<file path="src/rtl/keylock_pkg.sv">
`default_nettype none
// ============================================================================
//  Module      : keylock_pkg
//  Description : Shared types, default key codes and the key classifier used
//                by the keypad lock controller.
//  Revision    : 1.0 - initial release
// ============================================================================
package keylock_pkg;

    // Controller states
    typedef enum logic [2:0] {
        ST_IDLE      = 3'd0,
        ST_ENTRY     = 3'd1,
        ST_PROG_OLD  = 3'd2,
        ST_PROG_NEW  = 3'd3,
        ST_PROG_CONF = 3'd4,
        ST_OK        = 3'd5,
        ST_ERR       = 3'd6,
        ST_LOCKOUT   = 3'd7
    } state_t;

    // Classification of a strobed key
    typedef enum logic [2:0] {
        KC_NONE   = 3'd0,
        KC_DIGIT  = 3'd1,
        KC_ENTER  = 3'd2,
        KC_PROG   = 3'd3,
        KC_CANCEL = 3'd4
    } key_class_t;

    localparam int c_CANCEL_KEY_DEF = 7;
    localparam int c_PROG_KEY_DEF   = 8;
    localparam int c_ENTER_KEY_DEF  = 9;

    // Keys above 9 are never meaningful; command keys take priority over digits.
    function automatic key_class_t key_class(
        input logic [3:0] key,
        input logic [3:0] enter_k,
        input logic [3:0] prog_k,
        input logic [3:0] cancel_k
    );
        key_class_t kc;
        if (key > 4'd9)           kc = KC_NONE;
        else if (key == enter_k)  kc = KC_ENTER;
        else if (key == prog_k)   kc = KC_PROG;
        else if (key == cancel_k) kc = KC_CANCEL;
        else                      kc = KC_DIGIT;
        return kc;
    endfunction

endpackage
`default_nettype wire

</file>
<file path="src/rtl/keylock_if.sv">
`default_nettype none
// ============================================================================
//  Module      : keylock_if
//  Description : Key strobe bus from the keypad encoder to the lock controller.
//  Revision    : 1.0 - initial release
// ============================================================================
interface keylock_if;
    logic       rdy;
    logic [3:0] keypress;

    modport master (output rdy, output keypress);
    modport slave  (input  rdy, input  keypress);
endinterface
`default_nettype wire

</file>
<file path="src/rtl/keylock_entry_buf.sv">
`default_nettype none
// ============================================================================
//  Module      : keylock_entry_buf
//  Description : Code-entry shift buffer with saturating digit count, overflow
//                flag and comparator against a reference code.
//  Revision    : 1.0 - initial release
// ============================================================================
module keylock_entry_buf #(
    parameter int DIGITS = 4
) (
    input  wire                  clk,
    input  wire                  resetN,
    input  wire                  i_clear,
    input  wire                  i_shift,
    input  wire [3:0]            i_digit,
    input  wire [4*DIGITS-1:0]   i_ref,
    output logic                 o_match,
    output logic                 o_full,
    output logic [4*DIGITS-1:0]  o_buf
);

    localparam int c_CW = $clog2(DIGITS + 1);
    localparam logic [c_CW-1:0] c_FULL = c_CW'(DIGITS);

    logic [4*DIGITS-1:0] r_buf;
    logic [c_CW-1:0]     r_cnt;
    logic                r_ovf;
    logic [4*DIGITS-1:0] w_shifted;
    logic [4*DIGITS-1:0] w_first;

    assign w_first = (4*DIGITS)'(i_digit);

    generate
        if (DIGITS == 1) begin : g_single
            assign w_shifted = i_digit;
        end else begin : g_multi
            assign w_shifted = {r_buf[4*DIGITS-5:0], i_digit};
        end
    endgenerate

    // Clear on state exit; a digit arriving with the clear becomes the first digit
    always_ff @(posedge clk or negedge resetN) begin
        if (!resetN) begin
            r_buf <= '0;
            r_cnt <= '0;
            r_ovf <= 1'b0;
        end else if (i_clear) begin
            r_ovf <= 1'b0;
            if (i_shift) begin
                r_buf <= w_first;
                r_cnt <= c_CW'(1);
            end else begin
                r_buf <= '0;
                r_cnt <= '0;
            end
        end else if (i_shift) begin
            r_buf <= w_shifted;
            if (r_cnt == c_FULL) r_ovf <= 1'b1;
            else                 r_cnt <= r_cnt + c_CW'(1);
        end
    end

    assign o_full  = (r_cnt == c_FULL) && !r_ovf;
    assign o_match = o_full && (r_buf == i_ref);
    assign o_buf   = r_buf;

endmodule
`default_nettype wire

</file>
<file path="src/rtl/keylock_ctrl.sv">
`default_nettype none
// ============================================================================
//  Module      : keylock_ctrl
//  Description : Keypad lock controller: code entry, reprogramming, OK/ERR
//                blink timing and optional failed-attempt lockout.
//                Define KEYLOCK_LOCKOUT_EN to build the failure counter and
//                LOCKOUT state; otherwise every failure goes to ERR.
//  Revision    : 1.0 - initial release
// ============================================================================
module keylock_ctrl
    import keylock_pkg::*;
#(
    parameter int                  DIGITS      = 4,
    parameter logic [4*DIGITS-1:0] RESET_CODE  = 16'h1234,
    parameter int                  ENTER_KEY   = c_ENTER_KEY_DEF,
    parameter int                  PROG_KEY    = c_PROG_KEY_DEF,
    parameter int                  CANCEL_KEY  = c_CANCEL_KEY_DEF,
    parameter int                  BLINK_CYC   = 50_000_000,
    parameter int                  MAX_TRIES   = 3,
    parameter int                  LOCKOUT_CYC = 500_000_000
) (
    input  wire        clk,
    input  wire        resetN,
    keylock_if.slave   key_if,
    output logic       locked,
    output logic       led_entry,
    output logic       led_prog,
    output logic       led_ok,
    output logic       led_err,
    output logic       lockout,
    output logic       busy,
    output logic [3:0] fail_cnt
);

    localparam int c_TMAX = (BLINK_CYC > LOCKOUT_CYC) ? BLINK_CYC : LOCKOUT_CYC;
    localparam int c_TW   = $clog2(c_TMAX + 1);
    localparam logic [c_TW-1:0] c_BLINK_LD = c_TW'(BLINK_CYC - 1);
    localparam logic [3:0] c_ENTER  = 4'(ENTER_KEY);
    localparam logic [3:0] c_PROG   = 4'(PROG_KEY);
    localparam logic [3:0] c_CANCEL = 4'(CANCEL_KEY);

    state_t              r_state;
    state_t              w_next;
    state_t              w_fail_dest;
    key_class_t          w_kc;
    logic [c_TW-1:0]     r_timer;
    logic                r_locked;
    logic [4*DIGITS-1:0] r_code;
    logic [4*DIGITS-1:0] r_cand;
    logic [4*DIGITS-1:0] w_ref;
    logic [4*DIGITS-1:0] w_buf;
    logic                w_match;
    logic                w_full;
    logic                w_clear;
    logic                w_shift;
    logic                w_toggle;
    logic                w_latch;
    logic                w_commit;
`ifdef KEYLOCK_LOCKOUT_EN
    localparam logic [c_TW-1:0] c_LOCK_LD = c_TW'(LOCKOUT_CYC - 1);
    localparam logic [3:0]      c_MAX     = 4'(MAX_TRIES);
    logic       w_fail;
    logic [3:0] r_fail_cnt;
    logic [3:0] w_fail_inc;
`endif

    assign w_kc  = key_if.rdy ? key_class(key_if.keypress, c_ENTER, c_PROG, c_CANCEL) : KC_NONE;
    assign w_ref = (r_state == ST_PROG_CONF) ? r_cand : r_code;

`ifdef KEYLOCK_LOCKOUT_EN
    assign w_fail_inc  = (r_fail_cnt < c_MAX) ? r_fail_cnt + 4'd1 : r_fail_cnt;
    assign w_fail_dest = (w_fail_inc == c_MAX) ? ST_LOCKOUT : ST_ERR;
`else
    assign w_fail_dest = ST_ERR;
`endif

    keylock_entry_buf #(
        .DIGITS (DIGITS)
    ) u_buf (
        .clk     (clk),
        .resetN  (resetN),
        .i_clear (w_clear),
        .i_shift (w_shift),
        .i_digit (key_if.keypress),
        .i_ref   (w_ref),
        .o_match (w_match),
        .o_full  (w_full),
        .o_buf   (w_buf)
    );

    // State register
    always_ff @(posedge clk or negedge resetN) begin
        if (!resetN) r_state <= ST_IDLE;
        else         r_state <= w_next;
    end

    // Next-state decode and one-cycle action strobes
    always_comb begin
        w_next   = r_state;
        w_shift  = 1'b0;
        w_toggle = 1'b0;
        w_latch  = 1'b0;
        w_commit = 1'b0;
`ifdef KEYLOCK_LOCKOUT_EN
        w_fail   = 1'b0;
`endif
        case (r_state)
            ST_IDLE: begin
                case (w_kc)
                    KC_ENTER: w_next = ST_ENTRY;
                    KC_DIGIT: begin
                        w_next  = ST_ENTRY;
                        w_shift = 1'b1;
                    end
                    KC_PROG:  w_next = r_locked ? ST_ERR : ST_PROG_OLD;
                    default:  ;
                endcase
            end
            ST_ENTRY, ST_PROG_OLD, ST_PROG_NEW, ST_PROG_CONF: begin
                if (w_kc == KC_DIGIT) begin
                    w_shift = 1'b1;
                end else if (w_kc == KC_CANCEL) begin
                    w_next = ST_IDLE;
                end else if (r_state == ST_ENTRY && w_kc == KC_ENTER) begin
                    if (w_match) begin
                        w_next   = ST_OK;
                        w_toggle = 1'b1;
                    end else begin
                        w_next = w_fail_dest;
`ifdef KEYLOCK_LOCKOUT_EN
                        w_fail = 1'b1;
`endif
                    end
                end else if (r_state == ST_PROG_OLD && w_kc == KC_PROG) begin
                    if (w_match) begin
                        w_next = ST_PROG_NEW;
                    end else begin
                        w_next = w_fail_dest;
`ifdef KEYLOCK_LOCKOUT_EN
                        w_fail = 1'b1;
`endif
                    end
                end else if (r_state == ST_PROG_NEW && w_kc == KC_PROG) begin
                    w_latch = w_full;
                    w_next  = w_full ? ST_PROG_CONF : ST_ERR;
                end else if (r_state == ST_PROG_CONF && w_kc == KC_PROG) begin
                    w_commit = w_match;
                    w_next   = w_match ? ST_OK : ST_ERR;
                end
            end
            ST_OK, ST_ERR, ST_LOCKOUT: begin
                if (r_timer == '0) w_next = ST_IDLE;
            end
            default: w_next = ST_IDLE;
        endcase
    end

    assign w_clear = (w_next != r_state);

    // Indication timer loads on state entry and counts down while held
    always_ff @(posedge clk or negedge resetN) begin
        if (!resetN) begin
            r_timer <= '0;
        end else if (w_clear) begin
            case (w_next)
                ST_OK, ST_ERR: r_timer <= c_BLINK_LD;
`ifdef KEYLOCK_LOCKOUT_EN
                ST_LOCKOUT:    r_timer <= c_LOCK_LD;
`endif
                default:       r_timer <= '0;
            endcase
        end else if (r_timer != '0) begin
            r_timer <= r_timer - c_TW'(1);
        end
    end

    // Lock state, programming candidate and stored code
    always_ff @(posedge clk or negedge resetN) begin
        if (!resetN) begin
            r_locked <= 1'b0;
            r_cand   <= '0;
            r_code   <= RESET_CODE;
        end else begin
            if (w_toggle) r_locked <= ~r_locked;
            if (w_latch)  r_cand   <= w_buf;
            if (w_commit) r_code   <= r_cand;
        end
    end

`ifdef KEYLOCK_LOCKOUT_EN
    // Consecutive failures: cleared by any success or at the end of lockout
    always_ff @(posedge clk or negedge resetN) begin
        if (!resetN) begin
            r_fail_cnt <= 4'd0;
        end else if (w_clear && (w_next == ST_OK || r_state == ST_LOCKOUT)) begin
            r_fail_cnt <= 4'd0;
        end else if (w_fail) begin
            r_fail_cnt <= w_fail_inc;
        end
    end

    assign fail_cnt = r_fail_cnt;
    assign lockout  = (r_state == ST_LOCKOUT);
`else
    assign fail_cnt = 4'd0;
    assign lockout  = 1'b0;
`endif

    assign locked    = r_locked;
    assign led_entry = (r_state == ST_ENTRY);
    assign led_prog  = (r_state == ST_PROG_OLD) || (r_state == ST_PROG_NEW) ||
                       (r_state == ST_PROG_CONF);
    assign led_ok    = (r_state == ST_OK);
    assign led_err   = (r_state == ST_ERR) || (r_state == ST_LOCKOUT);
    assign busy      = (r_state != ST_IDLE);

endmodule
`default_nettype wire

</file>
<file path="src/flat_wrapper.sv">
// flat-port wrapper written by rule: the top's interface ports become plain ports
module keylock_ctrl_flat import keylock_pkg::*;
#(
    parameter int                  DIGITS      = 4,
    parameter logic [4*DIGITS-1:0] RESET_CODE  = 16'h1234,
    parameter int                  ENTER_KEY   = c_ENTER_KEY_DEF,
    parameter int                  PROG_KEY    = c_PROG_KEY_DEF,
    parameter int                  CANCEL_KEY  = c_CANCEL_KEY_DEF,
    parameter int                  BLINK_CYC   = 50_000_000,
    parameter int                  MAX_TRIES   = 3,
    parameter int                  LOCKOUT_CYC = 500_000_000
)
  (clk, resetN, locked, led_entry, led_prog, led_ok, led_err, lockout, busy, fail_cnt, key_if_rdy, key_if_keypress);
  keylock_if key_if_i ();
  input  wire clk;
  input  wire resetN;
  output logic locked;
  output logic led_entry;
  output logic led_prog;
  output logic led_ok;
  output logic led_err;
  output logic lockout;
  output logic busy;
  output logic [3:0] fail_cnt;
  input wire logic [$bits(key_if_i.rdy)-1:0] key_if_rdy;
  input wire logic [$bits(key_if_i.keypress)-1:0] key_if_keypress;
  assign key_if_i.rdy = key_if_rdy;
  assign key_if_i.keypress = key_if_keypress;
  keylock_ctrl #(.DIGITS(DIGITS), .RESET_CODE(RESET_CODE), .ENTER_KEY(ENTER_KEY), .PROG_KEY(PROG_KEY), .CANCEL_KEY(CANCEL_KEY), .BLINK_CYC(BLINK_CYC), .MAX_TRIES(MAX_TRIES), .LOCKOUT_CYC(LOCKOUT_CYC)) u_core (.clk(clk), .resetN(resetN), .key_if(key_if_i), .locked(locked), .led_entry(led_entry), .led_prog(led_prog), .led_ok(led_ok), .led_err(led_err), .lockout(lockout), .busy(busy), .fail_cnt(fail_cnt));
endmodule
</file>
<file path="config.mk">
export PLATFORM = sky130hd
export DESIGN_NAME = keylock_ctrl_flat
export DESIGN_NICKNAME = d
export VERILOG_FILES = /design/src/rtl/keylock_pkg.sv /design/src/rtl/keylock_if.sv /design/src/rtl/keylock_entry_buf.sv /design/src/rtl/keylock_ctrl.sv /design/src/flat_wrapper.sv
export SDC_FILE = /design/constraint.sdc
export NUM_CORES = 1
export LEC_CHECK = 0
export ABC_CLOCK_PERIOD_IN_PS = 7200
export CAP_MARGIN = 20
export CORE_ASPECT_RATIO = 1.2
export CORE_MARGIN = 8
export CORE_UTILIZATION = 38
export CTS_CLUSTER_DIAMETER = 150
export DETAILED_ROUTE_END_ITERATION = 7
export MAX_ROUTING_LAYER = met4
export PLACE_DENSITY = 0.62
export SLEW_MARGIN = 20
export SYNTH_ARGS = -nofsm -noshare
export SYNTH_HDL_FRONTEND = slang
export SYNTH_HIERARCHICAL = 1
export SYNTH_SLANG_ARGS = --single-unit
</file>
<file path="constraint.sdc">
create_clock -name clk -period 7.2 [get_ports clk]
set_input_delay 0.72 -clock clk [delete_from_list [all_inputs] [get_ports clk]]
set_output_delay 0.72 -clock clk [all_outputs]
set_load 0.03 [all_outputs]
</file>
==> metrics.csv <==
metric,value,unit
cpPeakStageDelay,0.63,ns
die_h,138.0,um
grt_pass1_vias,3416,
r2r_end,u_core/u_buf/o_buf[0],
synth_area_leaders,"dfrtp_1 (42%), mux2_2 (11%), xnor2_1 (7.3%), nor2_1 (3.6%), dfstp_2 (2.8%)",
pwr-share-clk,24.7,%
cp-end-kind,flop,
wl_per_cell,15.89,um
highest_layer,met4,
start_kind,flop,
switching_power,0.0007307,W
start_util,38.89,%
final.min_clock_period,4.844,ns
place_area,4957,sq um
cts.sinks,85,
htreeDepth,3,
core_area,12110,sq um
combPwrFrac,40.9,%
yosys.cell_count.top_type,dfrtp_1,
post_cts_resized,0,
cts_made_buffers,9,
cpMaxStageDelayCell,nand2_1,
cp.required,7.44,ns
setup_violations,0,
finalInstanceArea,5265,sq um
yosysWarnings,6,
fin_skew,0.01021,ns
intPower,0.001122,W
fmax,206.5,MHz
wl_met1,4100,um
syn_avg_cell_area,10.88,sq um
synth_flop_cell,dfrtp_1,
synth_edf_count,0,
p_per_area,351.8,nW/um^2
met2WireLength,5043,um
hold_slack,0.2754,ns
grt_usage,12.48,%
post_cts_buffers,0,
path_buf_inv,1,
drt_iter0_drc,176,
io_buffer_count,12,
ctsRootBufferMaster,clkbuf_16,
grt_pass1_wl,16300,um
synth_top_area_share,42.50,%
syn_inst,433,
cts_buffer_depth,2,
rows,44,
clk_latency,0.33,ns
die_w,117.6,um
die-area,16230,sq um
syn_area,4711,sq um
status,finished clean,
seqPwrFrac,34.4,%
finalPower,0.001852,W
path_clk_slew,0.06,ns
post-route-drc-count,0,
slew_headroom,36.61,%
tightest_slew,0.9430,ns
ys_ff_latch,85,
hold_buffers,0,
period_share,67.27,%
reg2reg_slack,2.36,ns
wl,9659,um
rsz0062_at_grt,false,
postRouteAntennaNets,0,
slew_violations,0,
synth.distinct_cells,61,
crit_chain,nor2_1 -> nand2_1 -> mux2_2 -> xnor2_1 -> nand4_1 -> nor4_1 -> and3_1 -> o211a_1 -> o221ai_1 -> and3_1 -> a21oi_1 -> nand4b_1 -> buf_4 -> nand2b_1 -> o21ai_0,
crit_path_frequent_cell,and3_1,
synth_top_area_cell,dfrtp_1,
rr_startpoint,u_core/r_state[1],
grt_max_degree,65,
fin_cells,608,
synth_common_cells,"dfrtp_1 (80), mux2_2 (48), nor2_1 (45)",
place_congestion,0.8850,
vias_per_cell,5.370,
n_antenna_cell,0,
drv_cap,0,
hpwl,6570,um
gr-total-overflow,0,
r2r_cells,15,
route.met3.wl,332,um
vias,3265,
io_pins,18,
seq_area_frac_synth,45.29,%
worst_ir_drop_vdd,0.1529,mV
hold_viol,0,
leakage,2.291,nW
drive_above_1_share,22.60,%
place_inst,591,
area_growth,11.77,%
path_max_fanout,40,
antenna_found_initial,0,
async_flop_share,100.0,%
cp_top_family,simple AND/OR/NAND/NOR gates,
fin_nets,453,
worstSetupPathType,reg -> reg,
cts_tree,done,
fin_setup_tns,0,ns
hp-class,in -> async,
p_sw_share,39.44,%
critPathArrivalTime,5.09,ns
drt-pass1-iter-count,4,
[power groups by stage]
stage | clock [W] | combinational [W] | sequential, W
final | 0.000458 | 0.000758 | 0.000637
after global routing | 0.000487 | 0.000837 | 0.000648
after CTS | 0.000468 | 0.000766 | 0.000636
after detailed placement | 0 | 0.000757 | 0.000643
after global placement | 0 | 0.000741 | 0.000640
after floorplan | 0 | 0.000624 | 0.000610
[layout make-up]
| cell class | count | area, sq um |
|---|---|---|
| tap | 161 | 201.4 |
| clock inverter | 4 | 50.05 |
| clock buffer | 12 | 246.5 |
| fill | 1161 | 6847 |
| inverter | 9 | 33.78 |
| sequential | 85 | 2133 |
| timing repair buffer | 20 | 181.4 |
| multi-input combinational | 317 | 2419 |
[worst max-delay path by stage]
| stage | startpoint | to | slack (ns) | cells past startpoint |
|---|---|---|---|---|
| finish | u_core/r_state[1] | u_core/u_buf/o_buf[0] | 2.36 | 15 |
| global placement | u_core/r_state[1] | u_core/u_buf/o_buf[0] | 2.54 | 15 |
| global route | u_core/r_state[1] | u_core/r_timer[4] | 1.92 | 14 |
| floorplan | u_core/r_state[2] | u_core/u_buf/o_buf[12] | 3.36 | 18 |
| CTS | u_core/r_state[0] | u_core/u_buf/o_buf[0] | 2.34 | 15 |
| detailed placement | u_core/r_state[1] | u_core/u_buf/o_buf[0] | 2.38 | 15 |
[logic make-up after synthesis]
group	Yosys count	share of synthesized area (%)
buf+inv	35	3.878
fa+ha+maj	4	1.062
compound gates	57	9.881
flops	85	45.29
xor+xnor	45	8.526
mux	60	14.02
other cells	1	0.07960
simple gates	146	17.26
[stage by stage]
| stage | setup slack, ns | util, % |
|---|---|---|
| after global routing | 1.917 | 43.47 |
| after floorplan | 3.360 | - |
| after CTS | 2.343 | 43.38 |
| after global placement | 2.536 | 40.93 |
| final | 2.356 | 43.47 |
| after detailed placement | 2.377 | 40.93 |
[state kept, by name (all words and copies together), names as in the netlist]
signal              flops
u_core/r_timer         29
u_core/r_cand          16
u_core/r_code          16
u_core/u_buf/o_buf     16
u_core/r_state          3
u_core/u_buf/r_cnt      3
u_core/locked           1
u_core/u_buf/r_ovf      1
[cells in the final DEF (no fill, tap or decap), types with 4 or more instances in the layout]
cell / instances
nand4_1: 7
mux2i_1: 12
o31ai_2: 10
dfstp_2: 5
o21ai_0: 10
conb_1: 5
clkdlybuf4s50_1: 11
buf_4: 8
nor3_1: 11
xor2_1: 5
clkbuf_16: 9
or3_1: 6
dfrtp_1: 80
nor2_1: 44
nand2_1: 19
and2_1: 4
nand3b_1: 4
xnor2_1: 39
nand3_1: 6
ha_1: 4
nand2b_1: 7
mux2_2: 48
inv_1: 9
nor4_1: 8
a21oi_1: 9
o31ai_1: 9
a31oi_1: 4
[worst register-to-register path: stages, from the launching register on]
cell      delay, ns
dfrtp_1        0.62
nor2_1         0.16
nand2_1        0.63
mux2_2         0.43
xnor2_1        0.19
nand4_1        0.15
nor4_1         0.30
and3_1         0.31
o211a_1        0.17
o221ai_1       0.16
and3_1         0.21
a21oi_1        0.18
nand4b_1       0.44
buf_4          0.47
nand2b_1       0.21
o21ai_0        0.14
[metal layers]
layer	GRT usage, %	vias up
met4	5.132	0
li1	-	1555
met5	-	-
met2	22.26	65
met3	2.607	22
met1	13.42	1623
No activity file was read; power rests on OpenSTA's default activity.
